<file path="src/rtl/sh7034_ifetch.sv">
// SH7034 instruction prefetch queue: fetches longwords over IBUS and feeds
// decode one big-endian halfword at a time. A flush restarts the stream.
module sh7034_ifetch #(
  parameter int QDEPTH = 2
) (
  input  logic        clk_i,
  input  logic        rst_n_i,
  input  logic        ce_r_i,
  input  logic        ce_f_i,
  input  logic        flush_i,
  input  logic [27:0] flush_a_i,
  output logic [15:0] instr_o,
  output logic        instr_valid_o,
  input  logic        instr_ack_i,
  output logic [27:0] ibus_a_o,
  input  logic [31:0] ibus_di_i,
  output logic [3:0]  ibus_ba_o,
  output logic        ibus_we_o,
  output logic        ibus_req_o,
  input  logic        ibus_busy_i
);

  // state   | meaning
  // IDLE    | no read outstanding (queue full)
  // REQ     | read of fp_q outstanding; data lands on the next non-busy CE_R
  localparam int PW = (QDEPTH > 1) ? $clog2(QDEPTH) : 1;
  localparam int CW = PW + 1;

  typedef enum logic {ST_IDLE, ST_REQ} state_t;

  state_t          state_q, state_d;
  logic [31:0]     mem_q [QDEPTH];
  logic [PW-1:0]   rd_q, rd_d, wr_q, wr_d;
  logic [CW-1:0]   cnt_q, cnt_d;
  logic            hsel_q, hsel_d;
  logic            skip_q, skip_d;
  logic [27:0]     fp_q, fp_d;
  logic            mem_we;
  logic            ack_ok, pop, push;
  logic [31:0]     head;
  logic            unused_inputs;

  assign unused_inputs = ^{ce_f_i, flush_a_i[0]};

  assign instr_valid_o = (cnt_q != '0);
  assign head          = mem_q[rd_q];
  assign instr_o       = !instr_valid_o ? 16'h0000 :
                         (hsel_q ? head[15:0] : head[31:16]);
  assign ibus_a_o      = fp_q;
  assign ibus_req_o    = (state_q == ST_REQ);
  assign ibus_ba_o     = 4'hF;
  assign ibus_we_o     = 1'b0;

  assign ack_ok = instr_ack_i && instr_valid_o;
  assign pop    = ack_ok && hsel_q;
  assign push   = (state_q == ST_REQ) && !ibus_busy_i;

  always_comb begin
    state_d = state_q;
    rd_d    = rd_q;
    wr_d    = wr_q;
    cnt_d   = cnt_q;
    hsel_d  = hsel_q;
    skip_d  = skip_q;
    fp_d    = fp_q;
    mem_we  = 1'b0;
    if (ce_r_i) begin
      if (flush_i) begin
        // drop queue and any returning data; refetch starts on this same edge
        rd_d    = '0;
        wr_d    = '0;
        cnt_d   = '0;
        hsel_d  = 1'b0;
        skip_d  = flush_a_i[1];
        fp_d    = {flush_a_i[27:2], 2'b00};
        state_d = ST_REQ;
      end else begin
        if (ack_ok) begin
          hsel_d = ~hsel_q;
          if (hsel_q) rd_d = rd_q + PW'(1);
        end
        if (push) begin
          mem_we = 1'b1;
          wr_d   = wr_q + PW'(1);
          fp_d   = fp_q + 28'd4;
          if (skip_q) begin
            hsel_d = 1'b1;
            skip_d = 1'b0;
          end
        end
        cnt_d = cnt_q + CW'(push) - CW'(pop);
        if (!((state_q == ST_REQ) && ibus_busy_i))
          state_d = (cnt_d < CW'(QDEPTH)) ? ST_REQ : ST_IDLE;
      end
    end
  end

  always_ff @(posedge clk_i or negedge rst_n_i) begin
    if (!rst_n_i) begin
      state_q <= ST_IDLE;
      rd_q    <= '0;
      wr_q    <= '0;
      cnt_q   <= '0;
      hsel_q  <= 1'b0;
      skip_q  <= 1'b0;
      fp_q    <= '0;
      for (int i = 0; i < QDEPTH; i++) mem_q[i] <= '0;
    end else begin
      state_q <= state_d;
      rd_q    <= rd_d;
      wr_q    <= wr_d;
      cnt_q   <= cnt_d;
      hsel_q  <= hsel_d;
      skip_q  <= skip_d;
      fp_q    <= fp_d;
      if (mem_we) mem_q[wr_q] <= ibus_di_i;
    end
  end

endmodule

</file>
<file path="config.mk">
export PLATFORM = sky130hd
export DESIGN_NAME = sh7034_ifetch
export DESIGN_NICKNAME = d
export VERILOG_FILES = /design/src/rtl/sh7034_ifetch.sv
export SDC_FILE = /design/constraint.sdc
export NUM_CORES = 1
export LEC_CHECK = 0
export BUFFER_PORTS_ARGS = -buffer_cell sky130_fd_sc_hd__buf_2
export CAP_MARGIN = 5
export CORE_MARGIN = 1
export CORE_UTILIZATION = 54
export DETAILED_ROUTE_END_ITERATION = 6
export GPL_ROUTABILITY_DRIVEN = 0
export PLACE_DENSITY = 0.8
export RECOVER_POWER = 50
export SYNTH_ARGS = -nofsm -noshare
export SYNTH_HDL_FRONTEND = slang
export SYNTH_SLANG_ARGS = --single-unit
export TNS_END_PERCENT = 20
</file>
<file path="constraint.sdc">
create_clock -name clk_i -period 2.7 [get_ports clk_i]
set_input_delay 0.54 -clock clk_i [delete_from_list [all_inputs] [get_ports clk_i]]
set_output_delay 0.54 -clock clk_i [all_outputs]
set_load 0.01 [all_outputs]
</file>
==> results.txt, run 1 <==
----------------------------------------------------
[Timing]
  RSZ-0062 raised after global routing ... no
  Final setup violation count ... 0
  Final worst path period share ... 91.5%
  Worst hold margin ... 0.383 ns
  Highest clock frequency the design can meet ... 405 MHz
  Transition time at the pin with the least slew margin ... 1.17 ns
  Tightest slew margin relative to the limit ... 21.9%
  Setup total negative slack ... 0 ns
  Tmin final ... 2.47 ns
  Max Transition Viols Final ... 0
  Setup Skew ... 0.0134 ns
  Final hold viol count ... 0

[Global route]
  Antenna violations before repair ... 0
  Vias in the first global route ... 3808
  Overall fraction of global-route tracks in use ... 24.3%
  Maximum number of pins on one net before global-route repair ... 55
  Global-route wire length before repair ... 18.3 mm
  Total gr overflow ... 0

[Synth]
  Biggest area contributors in the synthesized netlist ... sky130_fd_sc_hd__dfrtp_1 48%, sky130_fd_sc_hd__mux2_2 15%, sky130_fd_sc_hd__mux4_2 7.2%, sky130_fd_sc_hd__o21ai_0 2.5%, sky130_fd_sc_hd__a21oi_1 2.3%
  Synth Instances ... 424
  Fraction of post-synthesis cell area in the top cell type by area ... 48.4%
  Ys async rst share ... 100%
  Leading cell type by number of instances after synthesis ... sky130_fd_sc_hd__dfrtp_1
  Average cell area after synthesis ... 11.8 um^2
  Number of distinct library cell variants in the gate-level netlist after synthesis ... 56
  Synth Cell Area ... 0.00502 mm^2
  Leading cell types by count after synthesis ... 97 x sky130_fd_sc_hd__dfrtp_1, 65 x sky130_fd_sc_hd__mux2_2, 25 x sky130_fd_sc_hd__o21ai_0
  Flop and latch count out of synthesis ... 97
  Most instantiated flip-flop cell in the synthesis netlist ... sky130_fd_sc_hd__dfrtp_1
  Sequential element share of the synthesized area ... 48.4%
  Synthesis warning total ... 0
  Number of enable flip-flop cells after synthesis ... 0
  Most area-hungry cell type in the Yosys netlist ... sky130_fd_sc_hd__dfrtp_1

[Worst setup path]
  Worst setup slack for register-to-register paths ... 0.35 ns
  Reg-to-reg endpoint ... cnt_q[1]
  Class of the most critical setup path ... reg2out
  Worst Path Required ... 2.16 ns
  Count of cells along the worst register-to-register path ... 10
  Highest fanout seen on the critical path ... 19
  Critical path arrival ... 1.93 ns
  Startpoint type of the worst setup path ... register
  Start of the worst register-to-register path ... cnt_q[1]
  Start point of the critical path ... rd_q
  Nature of the critical path endpoint ... output pin

[Die]
  Die height ... 98.4 um
  Initial cell density of the core ... 56.7%
  Standard-cell row count ... 34
  Placeable core region ... 0.00885 mm^2
  Width of the chip ... 98.4 um
  Overall die area ... 0.00968 mm^2
  Number of placed I/O pins ... 118

[Min path]
  Cell depth of the worst min-delay path ... 3
  WHS Endpoint ... ibus_a_o[17]
  Type of the worst min-delay path ... in2reg
  Hold Crit Start ... flush_a_i[17]

[CTS]
  Resize count post-CTS ... 0
  Clock transition at path regs ... 0.11 ns
  Deepest clock path buffer count ... 2
  Clk Tree Root Cell ... sky130_fd_sc_hd__clkbuf_8
  Post-CTS Setup Repair Bufs ... 0
  Total of hold buffers inserted after clock tree synthesis ... 0
  Number of levels the H-tree was split into ... 3
  Skew-Pair Late Insertion Delay ... 0.36 ns
  Num CTS Buffers ... 9
  TritonCTS clock tree ... yes
  Total clock sinks ... 97

[Cells and area]
  Fraction of final layout cells with drive strength greater than 1 ... 40.0%
  Util after Layout ... 65.5%
  Count of antenna diodes in the layout ... 0
  Area occupied by registers ... 0.00243 mm^2
  Filler Cells Inserted ... 715
  Area delta synth->final ... 15.5%
  Area occupied by multi-input gates ... 0.00240 mm^2
  Post-layout net count ... 599

[Placed design]
  Detailed placement HPWL ... 7.63 mm
  Total of buffers placed on input and output ports ... 108

[Power and ir drop]
  Total leakage power ... 2.63 nW
  Combinational power share ... 28.9%
  Power per standard cell area ... 737 mW/mm^2
  Peak supply drop ... 472 uV
  Net Switching ... 1.36 mW
  Net switching share of the total power ... 31.9%
  Clock share of power ... 21.6%
  Tot Pwr ... 4.27 mW
  Share of power burned in registers ... 49.4%
  Internal power summed over all cells ... 2.91 mW

[Run status]
  Violated checks ... DRC
  Result of the run ... finished, violations left

[Route]
  Number of detailed-route iterations in the first pass ... 7
  Routed wirelength normalized by instance count ... 17.4 um
  Count of routing violations after the opening detailed-route iteration ... 170
  Number of vias per cell ... 5.90
  Number of nets with antenna violations after routing ... 0
  Residual DRC count ... 10
  Sum of routed wire length over all layers ... 11.2 mm
  Total via count in the routed design ... 3783

[Job]
  Number of max-cap violations ... 0

----------------------------------------------------
==> layout make-up <==
class / instances / share of cell area, %
Sequential cell: 97 / 41.9
Multi-Input combinational cell: 293 / 41.4
Inverter: 7 / 0.453
Clock buffer: 9 / 2.14
Tap cell: 108 / 2.33
Timing Repair Buffer: 120 / 10.6
Clock inverter: 7 / 1.19
==> state kept, by name (all words and copies together) (netlist names) <==
| signal | count |
|---|---|
| skip_q | 1 |
| ibus_a_o | 26 |
| ibus_req_o | 1 |
| mem_q | 64 |
| wr_q | 1 |
| hsel_q | 1 |
| cnt_q | 2 |
| rd_q | 1 |
==> critical path, stage by stage, from the launching register on <==
cell and delay, ns:
sky130_fd_sc_hd__dfrtp_1 0.34, sky130_fd_sc_hd__buf_4 0.34, sky130_fd_sc_hd__mux4_2 0.56, sky130_fd_sc_hd__and2_1 0.19, sky130_fd_sc_hd__buf_2 0.14
==> cell usage in the layout, fill, tap and decap left out, types with 3 or more instances in the layout <==
cell / netlist / layout
sky130_fd_sc_hd__clkinv_4: 0 / 3
sky130_fd_sc_hd__inv_8: 0 / 3
sky130_fd_sc_hd__nor2b_1: 3 / 3
sky130_fd_sc_hd__a21o_1: 3 / 3
sky130_fd_sc_hd__nand2_1: 16 / 16
sky130_fd_sc_hd__or3_1: 3 / 3
sky130_fd_sc_hd__and2_1: 17 / 17
sky130_fd_sc_hd__a22oi_1: 8 / 8
sky130_fd_sc_hd__nor2_1: 19 / 18
sky130_fd_sc_hd__xor2_1: 4 / 4
sky130_fd_sc_hd__dfrtp_1: 97 / 97
sky130_fd_sc_hd__buf_4: 7 / 8
sky130_fd_sc_hd__a21oi_1: 23 / 23
sky130_fd_sc_hd__and3_1: 6 / 6
sky130_fd_sc_hd__ha_1: 4 / 4
sky130_fd_sc_hd__inv_1: 7 / 7
sky130_fd_sc_hd__mux4_2: 16 / 16
sky130_fd_sc_hd__conb_1: 2 / 7
sky130_fd_sc_hd__clkbuf_1: 13 / 18
sky130_fd_sc_hd__mux2_2: 65 / 65
sky130_fd_sc_hd__nand4_1: 10 / 10
sky130_fd_sc_hd__nand3_1: 21 / 21
sky130_fd_sc_hd__clkbuf_8: 1 / 9
sky130_fd_sc_hd__o2bb2ai_1: 3 / 3
sky130_fd_sc_hd__buf_2: 9 / 92
sky130_fd_sc_hd__o21ai_0: 25 / 25
==> cell families after synthesis <==
logic type | after synthesis | synth area share, %
adders and majority gates | 4 | 0.998
buffers and inverters | 39 | 4.17
xor gates and xnor gates | 5 | 0.873
DFF | 97 | 48.4
other | 2 | 0.150
AOI/OAI and AO/OA | 79 | 9.65
and+or+nand+nor | 114 | 13.4
muxes | 84 | 22.4
==> power by group through the flow <==
stage          sequential, mW  clock [mW]  combinational, mW
2_1_floorplan            2.08           0              0.891
3_3_place_gp             2.10           0               1.22
3_5_place_dp             2.13           0               1.26
4_1_cts                  2.10       0.953               1.27
5_1_grt                  2.16        1.00               1.36
6_report                 2.11       0.924               1.24
==> layer usage <==
metal	up-vias	global-route usage (%)	share of wire [%]
li1	1762	-	-
met1	1852	29.8	42
met2	148	42.1	49
met3	21	5.37	6.8
met4	0	9.30	1.8
met5	-	0	0
==> worst max-delay path by stage <==
stage	cells after the start	slack, ns	end
after CTS	4	0.19	instr_o[12]
after floorplan	11	0.36	cnt_q[1]
final	4	0.23	instr_o[12]
after global placement	10	0.45	cnt_q[1]
after global routing	2	0.1	wr_q
after detailed placement	10	0.41	cnt_q[1]
==> stage by stage <==
step	setup WS, ns	instance area (um^2)	cells
finish	0.230	5800	641
global route	0.0991	5800	641
CTS	0.185	5840	641
detailed placement	0.413	5650	625
global placement	0.449	5650	625
floorplan	0.358	5030	429
No activity file was read; power rests on OpenSTA's default activity.
==> run 2: changes to the inputs <==
Settings changed: CORE_UTILIZATION 54 to 40, CTS_CLUSTER_DIAMETER set to 120, PLACE_DENSITY 0.8 to unset.
Clock period 2.7 ns to 3.1 ns, I/O delays scaled along.
==> results.txt, run 2 (synthesis results as in run 1) <==
----------------------------------------------------
[Run status]
  Result of the run ... finished clean (was finished, violations left)

[Placed design]
  Total of buffers placed on input and output ports ... 108 (unchanged)
  Post-placement setup slack ... 0.473 ns (was 0.413 ns)
  Detailed placement HPWL ... 8.39 mm (was 7.63 mm)
  Total instance count after detailed placement ... 685 (was 625)

[CTS]
  Clock transition at path regs ... 0.07 ns (was 0.11 ns)
  Skew-Pair Late Insertion Delay ... 0.35 ns (was 0.36 ns)
  Num CTS Buffers ... 9 (unchanged)
  Total of hold buffers inserted after clock tree synthesis ... 0 (unchanged)
  TritonCTS clock tree ... yes (unchanged)
  Clk Tree Root Cell ... sky130_fd_sc_hd__clkbuf_16 (was sky130_fd_sc_hd__clkbuf_8)
  Number of levels the H-tree was split into ... 3 (unchanged)
  Total clock sinks ... 97 (unchanged)
  Deepest clock path buffer count ... 2 (unchanged)
  Resize count post-CTS ... 0 (unchanged)
  Post-CTS Setup Repair Bufs ... 0 (unchanged)

[Timing]
  Final setup violation count ... 0 (unchanged)
  RSZ-0062 raised after global routing ... no (unchanged)
  Max Transition Viols Final ... 0 (unchanged)
  Setup total negative slack ... 0 ns (unchanged)
  Tightest slew margin relative to the limit ... 16.7% (was 21.9%)
  Final worst setup slack ... 0.516 ns (was 0.230 ns)
  Final worst path period share ... 83.4%
  Final hold viol count ... 0 (unchanged)
  Transition time at the pin with the least slew margin ... 1.25 ns (was 1.17 ns)
  Highest clock frequency the design can meet ... 387 MHz
  Tmin final ... 2.58 ns
  Setup Skew ... 0.00585 ns (was 0.0134 ns)

[Cells and area]
  Area occupied by registers ... 0.00243 mm^2 (unchanged)
  Count of antenna diodes in the layout ... 0 (unchanged)
  Most frequent standard cell in the layout excluding fill and tap cells ... sky130_fd_sc_hd__dfrtp_1 (unchanged)
  Area occupied by multi-input gates ... 0.00241 mm^2 (was 0.00240 mm^2)
  Filler Cells Inserted ... 1168 (was 715)
  Max FFs per register ... 64 (unchanged)
  Post-layout instance count excluding filler cells ... 700 (was 641)
  Most used cells in the layout excluding fill and tap cells ... 97 x sky130_fd_sc_hd__dfrtp_1, 88 x sky130_fd_sc_hd__buf_2, 65 x sky130_fd_sc_hd__mux2_2 (was 97 x sky130_fd_sc_hd__dfrtp_1, 92 x sky130_fd_sc_hd__buf_2, 65 x sky130_fd_sc_hd__mux2_2)
  Reg with most FFs ... mem_q (unchanged)
  Fraction of final layout cells with drive strength greater than 1 ... 39.1% (was 40.0%)
  Post-layout net count ... 599 (unchanged)
  Util after Layout ... 49.1% (was 65.5%)
  Area delta synth->final ... 18.5% (was 15.5%)

[Route]
  Count of routing violations after the opening detailed-route iteration ... 227 (was 170)
  Total via count in the routed design ... 3784 (was 3783)
  Number of detailed-route iterations in the first pass ... 4 (was 7)
  Sum of routed wire length over all layers ... 12.4 mm (was 11.2 mm)
  Number of nets with antenna violations after routing ... 0 (unchanged)
  Number of vias per cell ... 5.41 (was 5.90)
  Residual DRC count ... 0 (was 10)
  Routed wirelength normalized by instance count ... 17.7 um (was 17.4 um)

[Worst setup path]
  Class of the most critical setup path ... reg2reg (was reg2out)
  Start of the worst register-to-register path ... cnt_q[1] (unchanged)
  Highest fanout seen on the critical path ... 19 (unchanged)
  Reg-to-reg endpoint ... cnt_q[1] (unchanged)
  Worst setup slack for register-to-register paths ... 0.52 ns (was 0.35 ns)
  Count of cells along the worst register-to-register path ... 10 (unchanged)
  Worst Path Required ... 3.34 ns (was 2.16 ns)
  End point of the critical path ... cnt_q[1] (was instr_o[12])
  Start point of the critical path ... cnt_q[1] (was rd_q)
  Nature of the critical path endpoint ... register (was output pin)
  Startpoint type of the worst setup path ... register (unchanged)
  Critical path arrival ... 2.82 ns (was 1.93 ns)

[Die]
  Placeable core region ... 0.0121 mm^2 (was 0.00885 mm^2)
  Width of the chip ... 114 um (was 98.4 um)
  Standard-cell row count ... 40 (was 34)
  Die height ... 114 um (was 98.4 um)
  Initial cell density of the core ... 41.4% (was 56.7%)
  Number of placed I/O pins ... 118 (unchanged)
  Overall die area ... 0.0130 mm^2 (was 0.00968 mm^2)

[Power and ir drop]
  Power per standard cell area ... 670 mW/mm^2 (was 737 mW/mm^2)
  Total leakage power ... 2.65 nW (was 2.63 nW)
  Tot Pwr ... 3.98 mW (was 4.27 mW)
  Peak supply drop ... 564 uV (was 472 uV)

[Global route]
  Vias in the first global route ... 3955 (was 3808)
  Antenna violations before repair ... 1 (was 0)
  Global-route wire length before repair ... 20.3 mm (was 18.3 mm)
  Maximum number of pins on one net before global-route repair ... 47 (was 55)
  Total gr overflow ... 0 (unchanged)
  Overall fraction of global-route tracks in use ... 20.4% (was 24.3%)

[Job]
  Number of max-cap violations ... 0 (unchanged)

[Min path]
  Type of the worst min-delay path ... in2reg (unchanged)

----------------------------------------------------
## run 2: worst min path at each step
stage,start,to,slack (ns),depth (start not counted)
final,flush_a_i[17],ibus_a_o[17],0.50,3
after global routing,ibus_di_i[3],mem_q[3],0.50,2
after CTS,rst_n_i,ibus_a_o[7],0.31,1
after detailed placement,mem_q[32],mem_q[32],0.49,1
after global placement,mem_q[13],mem_q[13],0.48,1
after floorplan,rst_n_i,cnt_q[0],0.32,0
## run 2: area by class of cell
type | instances | share of cell area (%)
flip-flops and latches | 97 | 40.8
repair buffers | 120 | 10.0
multi-input cells | 293 | 40.5
inverters | 7 | 0.442
well taps | 168 | 3.54
clock inverters | 5 | 0.653
clock buffers | 10 | 4.02
## run 2: stage by stage
stage / cell area (um^2) / hold slack, ns
after detailed placement: 5700 / 0.491
after floorplan: 5030 / 0.324
after CTS: 5980 / 0.313
final: 5940 / 0.505
after global placement: 5700 / 0.483
after global routing: 5940 / 0.502
## run 2: power by group
group | leakage, nW | internal [mW] | switching [mW] | total (mW)
combinational | 1.34 | 0.605 | 0.480 | 1.08
clock | 0.135 | 0.567 | 0.494 | 1.06
sequential | 1.18 | 1.61 | 0.226 | 1.84
total | 2.65 | 2.78 | 1.20 | 3.98
## run 2: worst max-delay path, stage by stage (launching register included)
cell	delay [ns]
sky130_fd_sc_hd__dfrtp_1	0.40
sky130_fd_sc_hd__or2_2	0.49
sky130_fd_sc_hd__and2_1	0.23
sky130_fd_sc_hd__ha_1	0.17
sky130_fd_sc_hd__ha_1	0.29
sky130_fd_sc_hd__inv_1	0.06
sky130_fd_sc_hd__ha_1	0.14
sky130_fd_sc_hd__xor2_1	0.20
sky130_fd_sc_hd__xnor2_1	0.15
sky130_fd_sc_hd__nor2_1	0.06
sky130_fd_sc_hd__mux2_2	0.27
## run 2: routing by layer
metal | share of wire (%) | wire, um | vias up | GRT usage, %
li1 | - | - | 1761 | -
met3 | 7.1 | 878 | 9 | 6.75
met4 | 0.80 | 99 | 0 | 5.11
met5 | 0 | 0 | - | 0
met2 | 49 | 6020 | 119 | 34.5
met1 | 44 | 5390 | 1895 | 25.2
==> run 3: changes to the inputs <==
Clock period 3.1 ns to 2.1 ns, I/O delays scaled along.
==> results.txt, run 3 (synthesis results as in run 1) <==
----------------------------------------------------
[Run status]
  Result of the run ... finished, violations left (was finished clean)
  Violated checks ... setup timing

[Worst setup path]
  Critical path arrival ... 1.75 ns (was 2.82 ns)
  CP top delay family ... multiplexers (was simple AND/OR/NAND/NOR gates)
  Highest fanout seen on the critical path ... 10 (was 19)
  Worst Path Required ... 1.68 ns (was 3.34 ns)
  Largest stage delay, worst path ... 0.50 ns (was 0.49 ns)
  Start point of the critical path ... rd_q (was cnt_q[1])
  Start of the worst register-to-register path ... cnt_q[0] (was cnt_q[1])
  Nature of the critical path endpoint ... output pin (was register)
  Critical-path cell with the highest stage delay ... sky130_fd_sc_hd__mux4_2 (was sky130_fd_sc_hd__or2_2)
  Startpoint type of the worst setup path ... register (unchanged)
  Class of the most critical setup path ... reg2out (was reg2reg)
  Critical path buffer and inverter count ... 2 (was 1)
  List of cells traversed by the critical path ... buf_12, mux4_2, and2_1, buf_2 (was or2_2, and2_1, ha_1, ha_1, inv_1, ha_1, xor2_1, xnor2_1, nor2_1, mux2_2)

[Timing]
  Tmin final ... 2.17 ns
  Tightest slew margin relative to the limit ... 27.3% (was 16.7%)
  Worst hold margin ... 0.258 ns (was 0.505 ns)
  Max Transition Viols Final ... 0 (unchanged)
  RSZ-0062 raised after global routing ... yes (was no)
  Final hold viol count ... 0 (unchanged)
  Final worst path period share ... 103%
  Final worst setup slack ... -0.0719 ns (was 0.516 ns)
  Highest clock frequency the design can meet ... 460 MHz
  Transition time at the pin with the least slew margin ... 1.09 ns (was 1.25 ns)
  Setup total negative slack ... -0.681 ns (was 0 ns)
  Setup Skew ... 0.0103 ns (was 0.00585 ns)
  Final setup violation count ... 16 (was 0)

[Route]
  Total via count in the routed design ... 3862 (was 3784)
  Routed wirelength normalized by instance count ... 17.0 um (was 17.7 um)
  Number of detailed-route iterations in the first pass ... 4 (unchanged)
  Residual DRC count ... 0 (unchanged)
  Number of vias per cell ... 5.35 (was 5.41)
  Count of routing violations after the opening detailed-route iteration ... 264 (was 227)
  Sum of routed wire length over all layers ... 12.2 mm (was 12.4 mm)
  Number of nets with antenna violations after routing ... 0 (unchanged)

[Global route]
  Antenna violations before repair ... 2 (was 1)
  Total gr overflow ... 0 (unchanged)
  Maximum number of pins on one net before global-route repair ... 42 (was 47)
  Vias in the first global route ... 3919 (was 3955)
  Global-route wire length before repair ... 20.1 mm (was 20.3 mm)
  Overall fraction of global-route tracks in use ... 20.2% (was 20.4%)

[Die]
  Placeable core region ... 0.0121 mm^2 (unchanged)
  Initial cell density of the core ... 41.4% (unchanged)
  Width of the chip ... 114 um (unchanged)
  Standard-cell row count ... 40 (unchanged)
  Die height ... 114 um (unchanged)
  Number of placed I/O pins ... 118 (unchanged)
  Overall die area ... 0.0130 mm^2 (unchanged)

[CTS]
  Total clock sinks ... 97 (unchanged)
  Post-CTS Setup Repair Bufs ... 0 (unchanged)
  Deepest clock path buffer count ... 2 (unchanged)
  Num CTS Buffers ... 9 (unchanged)
  Clock transition at path regs ... 0.07 ns (about the same)
  Clk Tree Root Cell ... sky130_fd_sc_hd__clkbuf_16 (unchanged)
  Skew-Pair Late Insertion Delay ... 0.35 ns (about the same)
  TritonCTS clock tree ... yes (unchanged)
  Total of hold buffers inserted after clock tree synthesis ... 0 (unchanged)
  Number of levels the H-tree was split into ... 3 (unchanged)

[Cells and area]
  Area delta synth->final ... 26.4% (was 18.5%)
  Filler Cells Inserted ... 1112 (was 1168)
  Util after Layout ... 52.4% (was 49.1%)
  Most used cells in the layout excluding fill and tap cells ... 96 x sky130_fd_sc_hd__dfrtp_1, 87 x sky130_fd_sc_hd__buf_2, 64 x sky130_fd_sc_hd__mux2_2 (was 97 x sky130_fd_sc_hd__dfrtp_1, 88 x sky130_fd_sc_hd__buf_2, 65 x sky130_fd_sc_hd__mux2_2)
  Area occupied by multi-input gates ... 0.00247 mm^2 (was 0.00241 mm^2)
  Final instance area ... 0.00634 mm^2 (was 0.00594 mm^2)
  Post-layout net count ... 619 (was 599)
  Area occupied by registers ... 0.00243 mm^2 (about the same)
  Reg with most FFs ... mem_q (unchanged)
  Fraction of final layout cells with drive strength greater than 1 ... 46.5% (was 39.1%)
  Max FFs per register ... 64 (unchanged)
  Most frequent standard cell in the layout excluding fill and tap cells ... sky130_fd_sc_hd__dfrtp_1 (unchanged)

[Placed design]
  Total of buffers placed on input and output ports ... 108 (unchanged)
  Detailed placement HPWL ... 8.44 mm (was 8.39 mm)
  Placed instance area ... 0.00594 mm^2 (was 0.00570 mm^2)

[Power and ir drop]
  Power per standard cell area ... 1000 mW/mm^2 (was 670 mW/mm^2)
  Total leakage power ... 2.84 nW (was 2.65 nW)
  Peak supply drop ... 608 uV (was 564 uV)

[Min path]
  Type of the worst min-delay path ... in2async (was in2reg)

[Job]
  Number of max-cap violations ... 0 (unchanged)

----------------------------------------------------
[run 3: final timing paths]
path	end	slack, ns	cells past startpoint
max in group asynchronous	rd_q	0.48	2
max	instr_o[8]	-0.07	4
min	ibus_a_o[5]	0.26	1
min in group clk_i	ibus_a_o[17]	0.30	3
max reg2reg	cnt_q[1]	0	10
min reg2reg	mem_q[46]	0.50	1
[run 3: timing repair]
action | in CTS | in global routing
resized for setup | 8 | 15
endpoints found under the setup margin | 17 | 19
endpoints found under the hold margin | 0 | 0
gates cloned | 0 | 1
pin swaps | 6 | 3
[run 3: power breakdown]
| part | switching, mW | internal [mW] |
|---|---|---|
| clock network | 0.733 | 1.05 |
| logic | 0.761 | 1.11 |
| registers | 0.323 | 2.38 |
[run 3: area by class of cell]
type                            count  area share (%)
Antenna cell                        1          0.0395
Clock buffer                       10            3.61
Clock inverter                      6            1.42
Inverter                            7           0.414
Multi-Input combinational cell    293            39.0
Sequential cell                    97            38.3
Tap cell                          168            3.31
Timing Repair Buffer              140            13.9
[run 3: through the flow]
stage	worst slack, ns	total power, mW	cells
floorplan	-0.109	3.85	429
global placement	-0.00676	4.39	704
detailed placement	-0.00505	4.48	704
CTS	-0.114	6.33	720
global route	-0.142	6.73	721
finish	-0.0719	6.35	722
[run 3: layer usage]
layer | vias to the layer above | wire length, um | global-route usage (%)
met5 | - | 0 | 0
met4 | 0 | 162 | 7.45
met3 | 13 | 890 | 5.26
met2 | 125 | 5730 | 33.1
met1 | 1909 | 5460 | 25.7
li1 | 1815 | - | -
